## src/rtl/alarm_clk_ram_arbiter.sv

```systemverilog
// alarm_clk_ram_arbiter
//   Shares one single-port RAM (1-cycle read latency, byte-enabled) between the Nios data master
//   (m0) and the alarm/time-keeping engine (m1). Each requester sees an Avalon-MM pipelined
//   slave. Round-robin grant, one transaction per clock, read data routed back to the issuer.
//
// Optional feature: define ARB_LOCK_EN to enable mX_lock (grant hold with idle timeout).
//
// Ports
//   clk, reset_n            clock, asynchronous active-low reset
//   freeze                  debug stall; blocks all new grants and gates ram_clken
//   mX_address/byteenable/read/write/writedata/lock   requester X inputs (X = 0, 1)
//   mX_waitrequest/readdata/readdatavalid             requester X outputs
//   ram_address/byteenable/chipselect/write/writedata/clken   RAM controls
//   ram_readdata            RAM output, valid the cycle after the address is clocked
//   proto_err               sticky protocol-error flag, cleared only by reset
module alarm_clk_ram_arbiter #(
  parameter int unsigned ADDR_W   = 11,
  parameter int unsigned DATA_W   = 32,
  parameter int unsigned LOCK_MAX = 64
) (
  input  logic                clk,
  input  logic                reset_n,
  input  logic                freeze,

  input  logic [ADDR_W-1:0]   m0_address,
  input  logic [DATA_W/8-1:0] m0_byteenable,
  input  logic                m0_read,
  input  logic                m0_write,
  input  logic [DATA_W-1:0]   m0_writedata,
  input  logic                m0_lock,
  output logic                m0_waitrequest,
  output logic [DATA_W-1:0]   m0_readdata,
  output logic                m0_readdatavalid,

  input  logic [ADDR_W-1:0]   m1_address,
  input  logic [DATA_W/8-1:0] m1_byteenable,
  input  logic                m1_read,
  input  logic                m1_write,
  input  logic [DATA_W-1:0]   m1_writedata,
  input  logic                m1_lock,
  output logic                m1_waitrequest,
  output logic [DATA_W-1:0]   m1_readdata,
  output logic                m1_readdatavalid,

  output logic [ADDR_W-1:0]   ram_address,
  output logic [DATA_W/8-1:0] ram_byteenable,
  output logic                ram_chipselect,
  output logic                ram_write,
  output logic [DATA_W-1:0]   ram_writedata,
  output logic                ram_clken,
  input  logic [DATA_W-1:0]   ram_readdata,

  output logic                proto_err
);

  logic req0, req1;
  logic elig0, elig1;
  logic grant0, grant1;
  logic granted;
  logic win;          // 0 = m0, 1 = m1; defaults to m0 when idle
  logic win_read, win_write;

  logic last_grant_q, last_grant_d;
  logic rd_vld_q, rd_vld_d;
  logic rd_owner_q, rd_owner_d;
  logic proto_err_q, proto_err_d;

  // Lock interface into the arbiter core
  logic lock_block0, lock_block1;
  logic lock_err;

  assign req0 = m0_read | m0_write;
  assign req1 = m1_read | m1_write;

`ifdef ARB_LOCK_EN
  localparam int unsigned CNT_W = $clog2(LOCK_MAX + 1);

  logic             lock_active_q, lock_active_d;
  logic             lock_owner_q, lock_owner_d;
  logic [CNT_W-1:0] idle_cnt_q, idle_cnt_d;
  logic             owner_req;
  logic             win_lock;

  assign owner_req = lock_owner_q ? req1 : req0;
  assign win_lock  = win ? m1_lock : m0_lock;

  // The non-owner is held off regardless of round-robin state.
  assign lock_block0 = lock_active_q & lock_owner_q;
  assign lock_block1 = lock_active_q & ~lock_owner_q;

  always_ff @(posedge clk or negedge reset_n) begin
    if (!reset_n) begin
      lock_active_q <= 1'b0;
      lock_owner_q  <= 1'b0;
      idle_cnt_q    <= '0;
    end else begin
      lock_active_q <= lock_active_d;
      lock_owner_q  <= lock_owner_d;
      idle_cnt_q    <= idle_cnt_d;
    end
  end

  always_comb begin
    lock_active_d = lock_active_q;
    lock_owner_d  = lock_owner_q;
    idle_cnt_d    = idle_cnt_q;
    lock_err      = 1'b0;
    if (granted) begin
      idle_cnt_d = '0;
      if (win_lock) begin
        lock_active_d = 1'b1;
        lock_owner_d  = win;
      end else if (lock_active_q && (win == lock_owner_q)) begin
        lock_active_d = 1'b0;
      end
    end else if (lock_active_q && !freeze && !owner_req) begin
      // Owner sat idle too long: drop the lock and flag it.
      if (idle_cnt_q == CNT_W'(LOCK_MAX - 1)) begin
        lock_active_d = 1'b0;
        idle_cnt_d    = '0;
        lock_err      = 1'b1;
      end else begin
        idle_cnt_d = idle_cnt_q + CNT_W'(1);
      end
    end
  end
`else
  logic unused_lock;
  assign unused_lock = m0_lock ^ m1_lock;
  assign lock_block0 = 1'b0;
  assign lock_block1 = 1'b0;
  assign lock_err    = 1'b0;
`endif

  assign elig0 = req0 & ~lock_block0;
  assign elig1 = req1 & ~lock_block1;

  // Grant: combinational from last_grant_q; on contention the requester that did not win last.
  always_comb begin
    grant0 = 1'b0;
    grant1 = 1'b0;
    if (!freeze) begin
      if (elig0 && elig1) begin
        grant0 = last_grant_q;
        grant1 = ~last_grant_q;
      end else begin
        grant0 = elig0;
        grant1 = elig1;
      end
    end
  end

  assign granted   = grant0 | grant1;
  assign win       = grant1;
  assign win_read  = win ? m1_read  : m0_read;
  assign win_write = win ? m1_write : m0_write;

  // State registers
  always_ff @(posedge clk or negedge reset_n) begin
    if (!reset_n) begin
      last_grant_q <= 1'b1;
      rd_vld_q     <= 1'b0;
      rd_owner_q   <= 1'b0;
      proto_err_q  <= 1'b0;
    end else begin
      last_grant_q <= last_grant_d;
      rd_vld_q     <= rd_vld_d;
      rd_owner_q   <= rd_owner_d;
      proto_err_q  <= proto_err_d;
    end
  end

  // Next-state
  always_comb begin
    last_grant_d = granted ? win : last_grant_q;
    // Read+write together is executed as a write, so no read data comes back.
    rd_vld_d     = granted & win_read & ~win_write;
    rd_owner_d   = rd_vld_d ? win : rd_owner_q;
    proto_err_d  = proto_err_q | (m0_read & m0_write) | (m1_read & m1_write) | lock_err;
  end

  // Outputs
  always_comb begin
    m0_waitrequest   = req0 & ~grant0;
    m1_waitrequest   = req1 & ~grant1;
    m0_readdata      = ram_readdata;
    m1_readdata      = ram_readdata;
    m0_readdatavalid = rd_vld_q & ~rd_owner_q;
    m1_readdatavalid = rd_vld_q & rd_owner_q;
    ram_chipselect   = granted;
    ram_write        = granted & win_write;
    ram_address      = win ? m1_address    : m0_address;
    ram_byteenable   = win ? m1_byteenable : m0_byteenable;
    ram_writedata    = win ? m1_writedata  : m0_writedata;
    ram_clken        = ~freeze;
    proto_err        = proto_err_q;
  end

endmodule

```

## config.mk

```make
export PLATFORM = sky130hd
export DESIGN_NAME = alarm_clk_ram_arbiter
export DESIGN_NICKNAME = d
export VERILOG_FILES = /design/src/rtl/alarm_clk_ram_arbiter.sv
export SDC_FILE = /design/constraint.sdc
export NUM_CORES = 1
export LEC_CHECK = 0
export BUFFER_PORTS_ARGS = -buffer_cell sky130_fd_sc_hd__buf_4
export CAP_MARGIN = 10
export CORE_AREA = 8 8 91 93
export DETAILED_ROUTE_END_ITERATION = 8
export DIE_AREA = 0 0 99 101
export PLACE_DENSITY = 0.7
export SLEW_MARGIN = 20
export SYNTH_ARGS = -nofsm -noshare
export SYNTH_HDL_FRONTEND = slang
export SYNTH_SLANG_ARGS = --single-unit
```

## constraint.sdc

```tcl
create_clock -name clk -period 1.4 [get_ports clk]
set_input_delay 0.07 -clock clk [delete_from_list [all_inputs] [get_ports clk]]
set_output_delay 0.07 -clock clk [all_outputs]
set_load 0.1 [all_outputs]
```

==> run_results.csv <==
group,metric,value,unit
clock_tree,cts_tree,"done",
timing,worst_pin_slew,0.325,ns
clock_tree,clock_latency,0.22,ns
worst_hold_path,holdPathStages,0,
route,wirelength,7190,µm
logic_synthesis,ys_ff_latch,4,
logic_synthesis,synth_area_leaders,"buf_4, mux2_2, mux2_4, dfrtp_1, dfstp_2",
global_route,use_met2,0.235,
route,ant_nets,0,
clock_tree,h-tree-depth,1,
layout,fill_cells,648,
layout,antenna-diode-count,0,
logic_synthesis,syn_inst,148,
critical_path,worstRegToRegCells,4,
floorplanning,initial_core_util,0.193,
global_route,antenna_found_initial,0,
layout,final_common_cell,"buf_4",
timing,rsz0062_at_grt,"true",
placement,hpwl,5550,µm
floorplanning,die_area,10000,µm²
worst_hold_path,hold_path.class,"in -> out",
logic_synthesis,synth_top_cell_area_share,0.358,
critical_path,timing.rr.start,"last_grant_q",
critical_path,crit_start,"last_grant_q",
timing,clock.fmax,523,MHz
placement,placed_cells,323,
global_route,grt-busiest-layer,"met2",
floorplanning,core.rowCount,31,
critical_path,cp-start-kind,"flip-flop",
timing,worst_slack,-0.511,ns
outcome,outcome,"finished, violations left",
logic_synthesis,synth_warnings,0,
clock_tree,clk_pin_slew,0.03,ns
logic_synthesis,ys_seq_area_frac,0.0756,
critical_path,crit_path_end_kind,"output port",
clock_tree,cts.sinks,4,
timing,holdWs,0.140,ns
flow_run,drv_cap,0,
critical_path,crit_fanout,18,
critical_path,crit_type,"reg -> out",
timing,slew_violations,0,
timing,slew_headroom,0.783,
power_and_ir_drop,p_leak,0.00142,µW
global_route,grt_first_pass_wirelength,10000,µm
power_and_ir_drop,p_per_area,1030,nW/µm²
timing,setup-violations-final,50,
global_route,grt_max_degree,19,
timing,fin_tns_setup,-22.31,ns
critical_path,crit_path_cell_trace,"o21a_1, or3_4, buf_12, mux2_2, buf_6",
route,wl_per_cell,21.7,µm
critical_path,crit_arrival,1.84,ns
timing,hold_viol,0,
clock_tree,cts_made_buffers,3,
placement,gp_congestion,0.813,
global_route,grtUsageMet3,0.0594,
timing,finClkSkew,0.00665,ns
clock_tree,cts_buffer_depth,2,
floorplanning,boundaryPins,254,
route,drtIter0Drc,34,
power_and_ir_drop,ir_drop,0.456,mV
floorplanning,core,6940,µm²
critical_path,cpPeakStageDelay,0.52,ns
placement,numPortBuffers,155,
logic_synthesis,synth.cell_area,1340,µm²
logic_synthesis,yosys.area.top_type,"buf_4",
floorplanning,fp.dieW,99,µm
layout,layout-drive-gt1-share,0.916,
outcome,violations,"setup timing",
global_route,gr-total-overflow,0,
route,vias,1430,
timing,period_minus_slack,1.91,ns
floorplanning,die_h,101,µm
timing,period_share,1.36,
layout,stdcell_count,331,
clock_tree,clock-root-buffer,"clkbuf_8",
global_route,grtUsageTotal,0.130,
layout,layout.nets,385,
global_route,grt_util_met1,0.127,
logic_synthesis,syn_nets,283,
route,drc,0,
route,drtPass1Iterations,4,
logic_synthesis,synth.avg_cell_area,9.06,µm²
critical_path,cp.required,1.33,ns
layout,synthToLayoutAreaGrowth,108,%
layout,final_cell_mix,"buf_4, buf_12, buf_6",
worst_hold_path,hold_path_startpoint,"ram_readdata[18]",
global_route,grt_pass1_vias,1665,
logic_synthesis,synth_cell_types,24,
critical_path,slowest_stage,"dfstp_2",
route,viasPerCell,4.32,
[state kept, by name, indices dropped and copies added (netlist names)]
| signal | cells |
|---|---|
| rd_vld_q | 1 |
| last_grant_q | 1 |
| proto_err | 1 |
| rd_owner_q | 1 |
[critical path, delay by kind of cell (launching register included)]
kind / cells / cell delay (ns)
AND/OR/NAND/NOR: 1 / 0.19
multiplexers: 1 / 0.37
AO/OA/AOI/OAI: 1 / 0.15
buffers and inverters: 2 / 0.39
flip-flops: 1 / 0.52
[Yosys cell counts (all sizes together)]
library cell	count
a211oi	2
a21oi	3
a221o	1
a2bb2oi	1
and2	1
buf	69
clkbuf	2
dfrtp	3
dfstp	1
inv	2
mux2	47
nand2	2
nand2b	1
nor2	5
nor2b	3
o21a	1
o21ai	1
o21ba	1
o41ai	1
or3	1
[per-layer routing]
metal | share of wire | up-vias
met3 | 0.12 | 26
met2 | 0.50 | 129
met4 | 0.025 | 0
met5 | 0 | -
met1 | 0.35 | 636
li1 | - | 639
[where the power goes]
| part | switching [µW] | leakage [µW] | internal, µW |
|---|---|---|---|
| combinational | 1540 | 0.00136 | 918 |
| clock | 65.8 | 0.0000228 | 195 |
| sequential | 12.6 | 0.0000439 | 136 |
[area by class of cell]
| cell class | instances | area (µm²) | share of cell area |
|---|---|---|---|
| Clock buffer | 4 | 45.0 | 0.0161 |
| Inverter | 2 | 7.51 | 0.00269 |
| Multi-Input combinational cell | 71 | 831 | 0.297 |
| Sequential cell | 4 | 101 | 0.0363 |
| Tap cell | 82 | 103 | 0.0367 |
| Timing Repair Buffer | 168 | 1710 | 0.611 |
[kinds of logic (layout without fill, tap and decap cells)]
logic type,Yosys count,count (layout),synth area share
flops,4,4,0.0756
simple gates,13,13,0.0476
compound gates,11,11,0.0597
mux,47,47,0.417
buf+inv,73,174,0.400
[worst paths after layout]
check                              endpoint  slack [ns]
min reg2reg                       proto_err        0.49
max reg2reg                      rd_owner_q        0.07
max in group asynchronous      last_grant_q        1.01
max                        ram_writedata[6]       -0.51
min in group asynchronous          rd_vld_q        0.19
min                         m0_readdata[18]        0.14
[metrics by stage]
stage | util | worst slack, ns | total power (µW) | area (µm²)
4_1_cts | 0.403 | -0.514 | 2880 | 2800
6_report | 0.402 | -0.511 | 2870 | 2790
5_1_grt | 0.402 | -0.574 | 2950 | 2790
2_1_floorplan | - | -0.400 | 2580 | 1430
3_5_place_dp | 0.324 | -0.369 | 2230 | 2250
3_3_place_gp | 0.324 | -0.359 | 2220 | 2250
[timing repair]
action / in CTS / in global routing
gates resized for setup: 109 / 1
cloned: 1 / 0
buffers inserted: 3 / 1
hold buffers: 1 / 0
pin swaps: 1 / 1
setup endpoints to repair: 50 / 51
hold endpoints to repair: 4 / 0
No activity file was read; power rests on OpenSTA's default activity.
